## src/rtl/rol_5bit_seq.sv

```systemverilog
// ---------------------------------------------------------------------------
// rol_5bit_seq
//   Sequential rotate-left unit for the execute stage. It rotates the operand
//   left by one bit per clock under a start/busy/done handshake. The result is
//   published in z together with carry, sign and zero flags.
//   The rotate amount is used literally and is not reduced modulo WIDTH, so
//   shift == WIDTH returns the operand unchanged after WIDTH+1 cycles.
//   z and the flags change only on the edge that enters DONE. They hold their
//   value between operations, so a partial rotation is never visible.
// ---------------------------------------------------------------------------
module rol_5bit_seq #(
  parameter int WIDTH = 5,
  parameter int SHW   = 3
) (
  input  logic             clk,
  input  logic             rst_n,
  input  logic             start,
  input  logic [WIDTH-1:0] a,
  input  logic [SHW-1:0]   shift,
  output logic             busy,
  output logic             done,
  output logic [WIDTH-1:0] z,
  output logic             cf,
  output logic             sf,
  output logic             zf
);

  typedef enum logic [1:0] {
    S_IDLE = 2'd0,
    S_ROT  = 2'd1,
    S_DONE = 2'd2
  } state_e;

  localparam logic [SHW-1:0]   CNT_ZERO  = {SHW{1'b0}};
  localparam logic [SHW-1:0]   CNT_ONE   = {{(SHW-1){1'b0}}, 1'b1};
  localparam logic [WIDTH-1:0] DATA_ZERO = {WIDTH{1'b0}};

  // Rotate left by one position: the MSB wraps around into the LSB.
  function automatic logic [WIDTH-1:0] rol1(input logic [WIDTH-1:0] v);
    rol1 = {v[WIDTH-2:0], v[WIDTH-1]};
  endfunction

  // Zero flag of a result word.
  function automatic logic zero_flag(input logic [WIDTH-1:0] v);
    zero_flag = (v == DATA_ZERO);
  endfunction

  state_e           state_q, state_d;
  logic [WIDTH-1:0] work_q,  work_d;
  logic [SHW-1:0]   cnt_q,   cnt_d;
  logic [WIDTH-1:0] z_q,     z_d;
  logic             cf_q,    cf_d;
  logic             sf_q,    sf_d;
  logic             zf_q,    zf_d;
  logic             busy_q,  busy_d;
  logic             done_q,  done_d;
  logic [WIDTH-1:0] rot_s;

  // One-step rotation of the working register, used while in ROT.
  always_comb begin
    rot_s = rol1(work_q);
  end

  // Next-state, datapath and result/flag update logic.
  always_comb begin
    state_d = state_q;
    work_d  = work_q;
    cnt_d   = cnt_q;
    z_d     = z_q;
    cf_d    = cf_q;
    sf_d    = sf_q;
    zf_d    = zf_q;

    case (state_q)
      S_IDLE: begin
        if (start) begin
          work_d = a;
          cnt_d  = shift;
          if (shift == CNT_ZERO) begin
            // Nothing to rotate: publish the operand itself, carry is zero.
            state_d = S_DONE;
            z_d     = a;
            cf_d    = 1'b0;
            sf_d    = a[WIDTH-1];
            zf_d    = zero_flag(a);
          end else begin
            state_d = S_ROT;
          end
        end else begin
          state_d = S_IDLE;
        end
      end

      S_ROT: begin
        work_d = rot_s;
        cnt_d  = cnt_q - CNT_ONE;
        if (cnt_q == CNT_ONE) begin
          // Final rotation: the bit that just left the MSB sits in r[0].
          state_d = S_DONE;
          z_d     = rot_s;
          cf_d    = rot_s[0];
          sf_d    = rot_s[WIDTH-1];
          zf_d    = zero_flag(rot_s);
        end else begin
          state_d = S_ROT;
        end
      end

      S_DONE: begin
        // start is ignored here; a new request is only seen back in IDLE.
        state_d = S_IDLE;
      end

      default: begin
        state_d = S_IDLE;
      end
    endcase

    // Handshake outputs are registered from the state being entered.
    busy_d = (state_d != S_IDLE);
    done_d = (state_d == S_DONE);
  end

  // State, working registers and registered outputs; async reset clears all.
  always_ff @(posedge clk or negedge rst_n) begin
    if (!rst_n) begin
      state_q <= S_IDLE;
      work_q  <= DATA_ZERO;
      cnt_q   <= CNT_ZERO;
      z_q     <= DATA_ZERO;
      cf_q    <= 1'b0;
      sf_q    <= 1'b0;
      zf_q    <= 1'b0;
      busy_q  <= 1'b0;
      done_q  <= 1'b0;
    end else begin
      state_q <= state_d;
      work_q  <= work_d;
      cnt_q   <= cnt_d;
      z_q     <= z_d;
      cf_q    <= cf_d;
      sf_q    <= sf_d;
      zf_q    <= zf_d;
      busy_q  <= busy_d;
      done_q  <= done_d;
    end
  end

  assign busy = busy_q;
  assign done = done_q;
  assign z    = z_q;
  assign cf   = cf_q;
  assign sf   = sf_q;
  assign zf   = zf_q;

endmodule

```

## config.mk

```make
export PLATFORM = sky130hd
export DESIGN_NAME = rol_5bit_seq
export DESIGN_NICKNAME = d
export VERILOG_FILES = /design/src/rtl/rol_5bit_seq.sv
export SDC_FILE = /design/constraint.sdc
export NUM_CORES = 1
export LEC_CHECK = 0
export CORE_MARGIN = 2
export CORE_UTILIZATION = 40
export CTS_BUF_LIST = sky130_fd_sc_hd__clkbuf_2 sky130_fd_sc_hd__clkbuf_4 sky130_fd_sc_hd__clkbuf_8
export DETAILED_ROUTE_END_ITERATION = 10
export MAX_ROUTING_LAYER = met4
export PLACE_DENSITY = 0.78
export SYNTH_ARGS = -nofsm -noshare
export SYNTH_HDL_FRONTEND = slang
export SYNTH_SLANG_ARGS = --single-unit
```

## constraint.sdc

```tcl
create_clock -name clk -period 1.7 [get_ports clk]
set_clock_uncertainty 0.2 [all_clocks]
set_input_delay 0.34 -clock clk [delete_from_list [all_inputs] [get_ports clk]]
set_output_delay 0.34 -clock clk [all_outputs]
set_load 0.03 [all_outputs]
```

After elaboration in Yosys (flattened, before gate mapping)
Index checks and enable logic that the tools add are counted.
W data, S select, Z words.
Word-level totals
  word-level logic and storage cells: 48
  output and inout port bits: 10
  flip-flop bits (word level): 20
  input bits: 11
Cells by class
  muxes and demuxes: 24
  add/subtract/negate cells: 1
  eq/ne operators: 6
  reductions and logical operators: 8
Operator list (number)
  $mux W5: 4
  $pmux W5 S2: 2
  $logic_not A5 Y1: 2
  $mux W1: 9
  $mux W2: 3
  $ne A2 B2 Y1 const B: 3
  $pmux W1 S2: 3
  $pmux W3 S2: 1
  $pmux W2 S2: 1
  $reduce_and A4 Y1: 1
  $reduce_bool A2 Y1: 2
  $eq A3 B1 Y1 const B: 1
  $logic_not A3 Y1: 1
  $mux W3: 1
  $sub A3 B1 Y3 const B: 1
  $eq A2 B1 Y1 const B: 1
  $eq A2 B2 Y1 const B: 1
  $logic_not A2 Y1: 1
  $reduce_and A2 Y1: 1

Depth between registers and ports, before layout
Gate-level depths: netlist (run 1).
  word-level depth: 5
  gate-level depth with buffers: 6
  depth with buffers taken out: 5

Worst setup path after synthesis (run 1)
Ideal clock, no wire load.
  kind: flip-flop to flip-flop
  start: register cnt_q[1]
  end: register z_q[1], in the netlist z[1]
  setup slack: 0.018 ns
  path buffers: 1
  arrival time: 1.357 ns
  library setup time: 0.125 ns
  stages on the path, launching flop included: 7
  period minus slack after synthesis: 1.682 ns
  required time: 1.375 ns
  cells stage by stage: dfrtp_1 inv_1 ha_1 and4bb_4 a21o_1 buf_6 mux2_4
Between the ends
  word-level cells in the longest chain between the ends: 3
RTL lines
  from (decl): RTL line 50  | logic [SHW-1:0] cnt_q, cnt_d;
  from (signal assigned): RTL line 139  | cnt_q <= cnt_d;
  $eq A3 B1 Y1: RTL line 97  | if (cnt_q == CNT_ONE) begin
  $ne A2 B2 Y1 (no line)
  $reduce_and A4 Y1 (no line)
  to (signal assigned): RTL line 140  | z_q <= z_d;
  to (decl): RTL line 51  | logic [WIDTH-1:0] z_q, z_d;
Every way passes these cells.
A chain may end at the register's enable or synchronous reset.

Worst setup path in the final report (run 1)
Ends and elaborated chain as after synthesis.

==> summary.txt, run 1 <==
Status
  – Status: completed

STA
  – Final Max Slew Viols: 0
  – RSZ-0062 raised after global routing: no
  – Final period util: 96.7%
  – Slew Limit Headroom: 81.4%
  – Period minus WS final: 1640 ps
  – Worst-margin pin slew: 271 ps
  – Setup Viol. Count Final: 0
  – Final hold vios: 0
  – Setup TNS: 0 ps
  – Peak Freq: 608 MHz
  – Worst Setup Slack, final: 55.5 ps

Synthesis
  – Cell taking the most area after synthesis: dfrtp_1
  – Synth area leaders: dfrtp_1 49%, mux2_4 9.3%, a21oi_1 3.6%
  – Yosys warns: 0
  – Yosys top cell area share: 49.0%
  – Avg Cell Area, Syn: 11.7 um^2
  – Predominant post-synthesis flop cell: dfrtp_1
  – Number of synthesized flops with an enable pin: 0
  – Post-Syn Instances: 83
  – Syn Nets: 96
  – Sequential element share of the synthesized area: 49.0%
  – #FFs+latches synth: 19
  – Cell Area, Synth: 970 um^2
  – Synth cell types: 32
  – Ys async rst share: 100%

Clock tree
  – Total CTS buffers: 3
  – Root Buffer Master: clkbuf_4
  – Worst-Skew Late Latency: 290 ps
  – Hold_buf cts: 0
  – CTS tree: yes
  – H-tree levels: 1
  – Clock-pin slew on the worst setup and hold paths: 110 ps
  – Sink Count: 19
  – Clock buffer depth: 2
  – Postcts setup bufs: 0

Hold path
  – Worst Hold Class: in2async

Die
  – Row count: 17
  – Num ports: 21
  – Initial core utilization: 43.0%
  – DIE HEIGHT: 53.2 um
  – Die Span X: 53.2 um
  – DIE AREA: 2830 um^2
  – Core Area: 2250 um^2

Route
  – Routed wire per std cell: 13.7 um
  – DRC: 0
  – TritonRoute pass-1 iters: 4
  – DRT Wirelength: 1.99 mm
  – DR iter-0 viols: 17
  – Vias/cell: 5.02
  – Vias: 728
  – Number of routed nets with antenna violations: 0

Placed design
  – Port buffer count: 20
  – HPWL after detailed placement: 1.53 mm
  – Routability-driven placement congestion ratio: 0.870
  – Pre-CTS setup slack: -237 ps

Final layout
  – Fin nets: 131
  – Layout area overhead: 34.7%
  – Fin util: 57.9%
  – Commonest non-fill, non-tap cell in the layout: dfrtp_1
  – N_diodes: 0
  – Layout cells sized above 1: 30.8%
  – Most frequent cells in the layout: 18 x dfrtp_1, 14 x buf_4, 10 x clkdlybuf4s50_1, 10 x dlygate4sd2_1, 7 x a21oi_1

Setup path
  – Worst endpoint required time: 1690 ps
  – Cell count of the worst reg-to-reg path: 5
  – Critical path capture point type: flop
  – Crit path max fanout: 4
  – CP Data Arrival Time: 1640 ps
  – CP Launch Type: flop
  – CP Class: reg2reg

Global route
  – GRT Overall Usage: 16.9%
  – Vias in the first global route: 741
  – Initial antenna violation count: 0
  – Overflow after GRT: 0
  – Largest net degree at the start of global routing: 20
  – Global-route wire length before repair: 3.30 mm

Pwr
  – Peak VDD IR: 1.14 mV
  – Cell Pwr Density: 1880 nW/um^2
  – Static Leak: 0.613 nW

Run
  – Max_cap viols: 0
## repair_timing
item                                    4_1_cts  5_1_grt
resized for setup                            11        3
endpoints found under the setup margin       13        7
gates cloned                                  0        0
## final timing paths
kind / startpoint / endpoint / slack (ps)
max: cnt_q[1] / z[1] / 60
min: rst_n / cnt_q[0] / 160
max reg2reg: cnt_q[1] / z[1] / 60
min reg2reg: cf / cf / 320
max in group asynchronous: rst_n / state_q[0] / 930
min in group clk: cf / cf / 320
## per-layer routing
layer | part of all wire [%] | up-vias | wire (um) | global-route usage, %
met1 | 51 | 340 | 1010 | 22.5
li1 | - | 370 | - | -
met2 | 45 | 16 | 889 | 25.9
met5 | 0 | - | 0 | -
met3 | 3.7 | 2 | 74 | 1.69
met4 | 0.95 | 0 | 19 | 7.69
## final cells by class
class / instances / area (um^2)
well taps: 28 / 35.0
multi-input cells: 54 / 452
clock buffers: 3 / 22.5
clock inverters: 1 / 5.00
fillers: 212 / 948
repair buffers: 34 / 293
flip-flops and latches: 19 / 477
inverters: 6 / 22.5
## power by group
group	switching [mW]	internal, mW
logic	0.697	0.682
clock network	0.145	0.0875
registers	0.170	0.678
## cell families after synthesis
family / count (synthesis) / share of synthesized area [%]
AO/OA/AOI/OAI: 23 / 15.0
flip-flops: 19 / 49.0
AND/OR/NAND/NOR: 18 / 12.4
multiplexers: 11 / 14.8
buffers and inverters: 10 / 6.19
adder cells (fa/ha/maj): 2 / 2.58
## Yosys cell counts, types with 2 or more instances
cell type and number:
mux2_4 6, nand2_1 3, o21ai_0 3, nor3_1 2, mux2i_1 2, dfrtp_1 19
ha_1 2, a21oi_1 7, inv_1 5, a211oi_1 4, buf_4 2, nand3_1 2
nor2_1 2, nand2b_1 2, a21o_1 2, buf_6 2, mux2_2 3
## metrics by stage
stage,area [um^2],hold slack (ps),power [mW],instances
6_report,1310,159,2.46,145
5_1_grt,1310,197,2.63,145
4_1_cts,1290,158,2.46,145
3_5_place_dp,1270,310,2.30,141
3_3_place_gp,1270,306,2.25,141
2_1_floorplan,970,-156,1.77,83
## critical path, stage by stage, from the launching register on
cell,delay [ps]
dfrtp_1,360
inv_1,70
ha_1,200
and4bb_4,210
a21o_4,210
mux2_4,290
## registers in the layout, indices dropped and copies added, names as in the netlist
signal   count
z            5
busy         1
state_q      2
cnt_q        3
work_q       5
cf           1
done         1
zf           1
Power figures use the tool's default switching activity.
==> run 2: changes to the inputs <==
--- a/config.mk
+++ b/config.mk
@@ -10,7 +10,7 @@
 export CTS_BUF_LIST = sky130_fd_sc_hd__clkbuf_2 sky130_fd_sc_hd__clkbuf_4 sky130_fd_sc_hd__clkbuf_8
 export DETAILED_ROUTE_END_ITERATION = 10
 export MAX_ROUTING_LAYER = met4
-export PLACE_DENSITY = 0.78
+export PLACE_DENSITY = 0.75
 export SYNTH_ARGS = -nofsm -noshare
 export SYNTH_HDL_FRONTEND = slang
 export SYNTH_SLANG_ARGS = --single-unit
==> constraint.sdc (replaced) <==
create_clock -name clk -period 1.53 [get_ports clk]
set_clock_uncertainty 0.2 [all_clocks]
set_input_delay 0.306 -clock clk [delete_from_list [all_inputs] [get_ports clk]]
set_output_delay 0.306 -clock clk [all_outputs]
set_load 0.03 [all_outputs]
==> run 2 against run 1 <==
Combinational power is 51% higher; fmax hardly changed; core utilization is 9.5 points higher; via count is 15% higher; critical path depth is 1 lower; final cell count is 6.2% higher; design area is 16% higher; non-clock buffer count is 9 higher; the flow now finishes with violations (setup timing); hold slack worse by 35 ps; global-route usage is 3.5 points higher; die area stayed put; wire length is 38% higher.
==> summary.txt, run 2 (synthesis results as in run 1) <==
Setup path
  – Critical R2R Launch: cnt_q[0] (was cnt_q[1])
  – Crit path max fanout: 4 (unchanged)
  – Worst endpoint required time: 1510 ps (was 1690 ps)
  – Critical path capture point type: flop (unchanged)
  – CP Data Arrival Time: 1630 ps (was 1640 ps)
  – CP Launch Type: flop (unchanged)
  – CP Class: reg2reg (unchanged)
  – Worst Setup SP: cnt_q[0] (was cnt_q[1])

Route
  – Routed wire per std cell: 17.8 um (was 13.7 um)
  – TritonRoute pass-1 iters: 4 (unchanged)
  – Vias: 835 (was 728)
  – Vias/cell: 5.42 (was 5.02)
  – DR iter-0 viols: 16 (was 17)
  – DRT Wirelength: 2.74 mm (was 1.99 mm)
  – Number of routed nets with antenna violations: 0 (unchanged)
  – DRC: 0 (unchanged)

Die
  – DIE AREA: 2830 um^2 (unchanged)
  – Core Area: 2250 um^2 (unchanged)
  – Die Span X: 53.2 um (unchanged)
  – DIE HEIGHT: 53.2 um (unchanged)
  – Num ports: 21 (unchanged)
  – Initial core utilization: 43.0% (unchanged)
  – Row count: 17 (unchanged)

Final layout
  – Commonest non-fill, non-tap cell in the layout: buf_4 (was dfrtp_1)
  – Most frequent cells in the layout: 27 x buf_4, 17 x dfrtp_1, 9 x mux2_4 (was 18 x dfrtp_1, 14 x buf_4, 10 x clkdlybuf4s50_1, 10 x dlygate4sd2_1, 7 x a21oi_1)
  – Layout cells sized above 1: 57.9% (was 30.8%)
  – Post-layout instance area: 1520 um^2 (was 1310 um^2)
  – N_diodes: 0 (unchanged)
  – Fill cell count: 172 (was 212)
  – Area taken by flip-flops and latches: 478 um^2 (was 477 um^2)
  – Layout area overhead: 56.9% (was 34.7%)
  – Fin nets: 140 (was 131)
  – Multi-input gate area: 592 um^2 (was 452 um^2)
  – Fin util: 67.5% (was 57.9%)
  – Non-filler cells, final: 154 (was 145)

Pwr
  – Comb pwr share: 62.1% (was 56.1%)
  – Peak VDD IR: 1.17 mV (was 1.14 mV)
  – Cell Pwr Density: 2210 nW/um^2 (was 1880 nW/um^2)
  – Sw Ratio: 41.2% (about the same)
  – Static Leak: 0.702 nW (was 0.613 nW)
  – Clock network power share: 8.0% (was 9.4%)
  – Int Pwr: 1.98 mW (was 1.45 mW)
  – Switching power: 1.39 mW (was 1.01 mW)
  – Sequential share of power: 30.0% (was 34.5%)

STA
  – Peak Freq: 609 MHz (was 608 MHz)
  – Worst-margin pin slew: 256 ps (was 271 ps)
  – Setup Viol. Count Final: 11 (was 0)
  – Final hold vios: 0 (unchanged)
  – Slew Limit Headroom: 82.8% (was 81.4%)
  – Final Max Slew Viols: 0 (unchanged)
  – Worst Setup Slack, final: -113 ps (was 55.5 ps)
  – Final period util: 107% (was 96.7%)
  – RSZ-0062 raised after global routing: yes (was no)
  – Period minus WS final: 1640 ps (about the same)

Clock tree
  – CTS tree: yes (unchanged)
  – Root Buffer Master: clkbuf_4 (unchanged)
  – Clock-pin slew on the worst setup and hold paths: 110 ps (about the same)
  – Total CTS buffers: 3 (unchanged)
  – Sink Count: 19 (unchanged)
  – Worst-Skew Late Latency: 300 ps (was 290 ps)
  – H-tree levels: 1 (unchanged)
  – Clock buffer depth: 2 (unchanged)

Global route
  – Vias in the first global route: 811 (was 741)
  – Overflow after GRT: 0 (unchanged)
  – GRT Overall Usage: 20.4% (was 16.9%)
  – Initial antenna violation count: 0 (unchanged)
  – Largest net degree at the start of global routing: 20 (unchanged)
  – Global-route wire length before repair: 3.86 mm (was 3.30 mm)

Placed design
  – Port buffer count: 20 (unchanged)
  – Placed insts: 145 (was 141)
  – HPWL after detailed placement: 1.66 mm (was 1.53 mm)
  – Routability-driven placement congestion ratio: 0.828 (was 0.870)
  – Placed Area: 1310 um^2 (was 1270 um^2)
  – Pre-CTS setup slack: -365 ps (was -237 ps)

Run
  – Max_cap viols: 0 (unchanged)

Hold path
  – Worst Hold Class: in2async (unchanged)

Status
  – Failing checks: setup timing
  – Status: finished, violations left (was completed)
-- run 2: cell count changes in the layout (fill, tap and decap cells not counted), moves of 4 or more --
cell	delta
a21oi_2	+4
a21oi_1	-4
dlygate4sd2_1	-9
buf_4	+13
-- run 2: layout make-up --
cell class	count	share of cell area, %
sequential	19	31.4
clock buffer	4	1.97
inverter	6	1.64
timing repair buffer	43	23.8
multi-input combinational	54	38.9
tap	28	2.30
-- run 2: per-stage QoR --
stage,hold WS (ps),power [mW],TNS [ps]
after CTS,125,3.15,-429
after global placement,298,2.59,-3910
after detailed placement,310,2.63,-4290
final,123,3.37,-733
after global routing,166,3.55,-1030
after floorplan,-190,2.05,-455
-- run 2: power by group through the flow --
stage | combinational [mW] | sequential [mW] | clock [mW]
2_1_floorplan | 0.912 | 1.14 | 0
3_3_place_gp | 1.64 | 0.947 | 0
3_5_place_dp | 1.67 | 0.964 | 0
4_1_cts | 1.90 | 0.977 | 0.277
5_1_grt | 2.23 | 1.03 | 0.297
6_report | 2.09 | 1.01 | 0.269
-- run 2: critical path: stages, from the launching register on --
cell	delay [ps]
dfrtp_1	430
ha_4	180
and4bb_4	210
a21o_4	210
mux2_4	300
-- run 2: path summary, 6_finish.rpt --
check,cells after the start,endpoint,slack (ps)
max,4,z[3],-110
min,2,cnt_q[1],120
max reg2reg,4,z[3],-110
min reg2reg,1,z[2],330
max in group asynchronous,2,state_q[1],780
min in group clk,3,cnt_q[1],210
-- run 2: layer usage --
| layer | track usage [%] | up-vias | part of all wire, % |
|---|---|---|---|
| li1 | - | 384 | - |
| met1 | 24.3 | 404 | 43 |
| met4 | 12.0 | 0 | 4.1 |
| met3 | 3.11 | 10 | 5.3 |
| met2 | 32.5 | 37 | 47 |
| met5 | - | - | 0 |
-- run 2: timing repair --
action                     CTS  global route
buffers inserted             4             1
pin swaps                    1             2
setup endpoints to repair   15            17
resized for setup           23            16
hold buffers                 0             0
==> run 3: changes to the inputs <==
--- a/config.mk
+++ b/config.mk
@@ -10,7 +10,8 @@
 export CTS_BUF_LIST = sky130_fd_sc_hd__clkbuf_2 sky130_fd_sc_hd__clkbuf_4 sky130_fd_sc_hd__clkbuf_8
 export DETAILED_ROUTE_END_ITERATION = 10
 export MAX_ROUTING_LAYER = met4
-export PLACE_DENSITY = 0.75
+export PLACE_DENSITY = 0.78
+export SKIP_LAST_GASP = 1
 export SYNTH_ARGS = -nofsm -noshare
 export SYNTH_HDL_FRONTEND = slang
 export SYNTH_SLANG_ARGS = --single-unit
==> constraint.sdc (replaced) <==
create_clock -name clk -period 1.5 [get_ports clk]
set_clock_uncertainty 0.2 [all_clocks]
set_input_delay 0.3 -clock clk [delete_from_list [all_inputs] [get_ports clk]]
set_output_delay 0.3 -clock clk [all_outputs]
set_load 0.03 [all_outputs]
==> run 3 against run 2 <==
The flow still finishes with violations (setup timing); sequential cell count is the same; final cell count shrank 1.9%; critical path depth shrank 1; total power shrank 3.3%; core utilization shrank 3.7 points; non-clock buffer count shrank 3; first-iteration DRC count grew 50%; sequential power is essentially flat; via count shrank 3.0%; die area is the same; sequential share of layout area grew 1.8 points; critical path type unchanged; largest cell class unchanged; largest power group unchanged.
==> summary.txt, run 3 (synthesis results as in run 1) <==
Run
  – Max_cap viols: 0 (unchanged)

STA
  – Final hold vios: 0 (unchanged)
  – Slew Limit Headroom: 83.2% (was 82.8%)
  – Worst Setup Slack, final: -96.8 ps (was -113 ps)
  – RSZ-0062 raised after global routing: yes (unchanged)
  – Final Max Slew Viols: 0 (unchanged)
  – Setup Viol. Count Final: 13 (was 11)
  – Worst-margin pin slew: 252 ps (was 256 ps)
  – Period minus WS final: 1600 ps (was 1640 ps)
  – Setup TNS: -713 ps (was -733 ps)
  – Final period util: 106% (was 107%)
  – Peak Freq: 626 MHz (was 609 MHz)

Global route
  – Vias in the first global route: 822 (was 811)
  – Overflow after GRT: 0 (unchanged)
  – GRT Overall Usage: 19.9% (was 20.4%)
  – Largest net degree at the start of global routing: 20 (unchanged)
  – Initial antenna violation count: 0 (unchanged)
  – Global-route wire length before repair: 3.82 mm (was 3.86 mm)

Setup path
  – Worst endpoint required time: 1510 ps (about the same)
  – Critical path capture point type: flop (unchanged)
  – Crit path max fanout: 8 (was 4)
  – Reg-to-Reg End: work_q[3] (was z[3])
  – Cell count of the worst reg-to-reg path: 3 (was 4)
  – CP Class: reg2reg (unchanged)
  – Crit path capture: work_q[3] (was z[3])
  – CP Data Arrival Time: 1600 ps (was 1630 ps)
  – Critical R2R Launch: state_q[1] (was cnt_q[0])
  – FF-to-FF setup slack: -100 ps (was -110 ps)
  – CP Launch Type: flop (unchanged)
  – Worst Setup SP: state_q[1] (was cnt_q[0])

Route
  – Number of routed nets with antenna violations: 0 (unchanged)
  – Vias: 810 (was 835)
  – DRT Wirelength: 2.40 mm (was 2.74 mm)
  – Routed wire per std cell: 15.9 um (was 17.8 um)
  – DRC: 0 (unchanged)
  – DR iter-0 viols: 24 (was 16)
  – TritonRoute pass-1 iters: 5 (was 4)
  – Vias/cell: 5.36 (was 5.42)

Clock tree
  – Total CTS buffers: 3 (unchanged)
  – Root Buffer Master: clkbuf_4 (unchanged)
  – Worst-Skew Late Latency: 310 ps (was 300 ps)
  – Hold_buf cts: 0 (unchanged)
  – Sink Count: 19 (unchanged)
  – H-tree levels: 1 (unchanged)
  – Clock-pin slew on the worst setup and hold paths: 120 ps (was 110 ps)
  – CTS tree: yes (unchanged)
  – Clock buffer depth: 2 (unchanged)

Pwr
  – Sw Ratio: 41.7% (was 41.2%)
  – Static Leak: 0.655 nW (was 0.702 nW)
  – Peak VDD IR: 1.11 mV (was 1.17 mV)
  – Comb pwr share: 60.7% (was 62.1%)
  – Cell Pwr Density: 2260 nW/um^2 (was 2210 nW/um^2)
  – Overall Power: 3.26 mW (was 3.37 mW)
  – Switching power: 1.36 mW (was 1.39 mW)
  – Clock network power share: 8.3% (was 8.0%)
  – Sequential share of power: 31.0% (was 30.0%)
  – Int Pwr: 1.90 mW (was 1.98 mW)

Hold path
  – Worst Hold Class: in2async (unchanged)

Status
  – Failing checks: setup timing (unchanged)
  – Status: finished, violations left (unchanged)

Final layout
  – Commonest non-fill, non-tap cell in the layout: buf_4 (unchanged)
  – Fin util: 63.8% (was 67.5%)
  – Layout area overhead: 48.4% (was 56.9%)
  – Fin nets: 137 (was 140)
  – Layout cells sized above 1: 51.2% (was 57.9%)
  – N_diodes: 0 (unchanged)
  – Most frequent cells in the layout: 28 x buf_4, 17 x dfrtp_1, 9 x clkdlybuf4s50_1 (was 27 x buf_4, 17 x dfrtp_1, 9 x mux2_4)
  – Non-filler cells, final: 151 (was 154)

Placed design
  – HPWL after detailed placement: 1.66 mm (about the same)
  – Routability-driven placement congestion ratio: 0.776 (was 0.828)
  – Placed insts: 144 (was 145)
  – Port buffer count: 20 (unchanged)
  – Pre-CTS setup slack: -387 ps (was -365 ps)

Die
  – DIE HEIGHT: 53.2 um (unchanged)
  – Initial core utilization: 43.0% (unchanged)
  – Num ports: 21 (unchanged)
  – Die Span X: 53.2 um (unchanged)
  – DIE AREA: 2830 um^2 (unchanged)
  – Row count: 17 (unchanged)
  – Core Area: 2250 um^2 (unchanged)
[run 3: cell count changes in the layout (fill, tap and decap cells not counted), sizes merged]
cell / before / now
clkdlybuf4s15: 1 / 0
dlymetal6s2s: 2 / 0
clkinv: 0 / 1
clkdlybuf4s50: 7 / 9
buf: 30 / 29
clkbuf: 6 / 4
[run 3: how the worst min path moves through the flow]
stage	start	endpoint	slack, ps	cells after the start
floorplan	rst_n	busy	-200	0
global placement	work_q[0]	work_q[0]	300	2
detailed placement	z[2]	z[2]	310	1
CTS	rst_n	work_q[0]	120	2
global route	rst_n	cnt_q[1]	140	2
finish	rst_n	work_q[0]	110	2
[run 3: power groups by stage]
stage,Clock (mW),Combinational [mW],Sequential (mW)
6_report,0.270,1.98,1.01
5_1_grt,0.286,2.11,1.04
4_1_cts,0.271,1.87,0.994
3_5_place_dp,0,1.69,0.987
3_3_place_gp,0,1.63,0.974
2_1_floorplan,0,0.930,1.17
[run 3: critical path, cell delays in order, from the launching register on]
cell and delay, ps:
dfrtp_2 490, nand2b_1 210, mux2_4 330, mux2_2 260
[run 3: what timing repair did]
action                                  in CTS  in global routing
resized for setup                           15                  7
buffers inserted                             1                  2
pin swaps                                    2                  0
endpoints found under the setup margin      15                 15
[run 3: area by class of cell]
| class | count | area, um^2 |
|---|---|---|
| repair buffers | 40 | 325 |
| fillers | 185 | 816 |
| clock inverters | 1 | 5.00 |
| multi-input cells | 54 | 551 |
| inverters | 6 | 22.5 |
| well taps | 28 | 35.0 |
| clock buffers | 3 | 22.5 |
| flip-flops and latches | 19 | 478 |
[run 3: layer usage]
layer / routed length (um) / track usage [%] / vias up
li1: - / - / 380
met2: 1270 / 33.1 / 26
met4: 87 / 12.8 / 0
met5: 0 / - / -
met1: 961 / 22.8 / 394
met3: 77 / 1.98 / 10
[run 3: metrics by stage]
step | area (um^2) | hold slack, ps
final | 1440 | 111
after global routing | 1440 | 137
after CTS | 1400 | 117
after detailed placement | 1300 | 308
after global placement | 1300 | 305
after floorplan | 1000 | -196
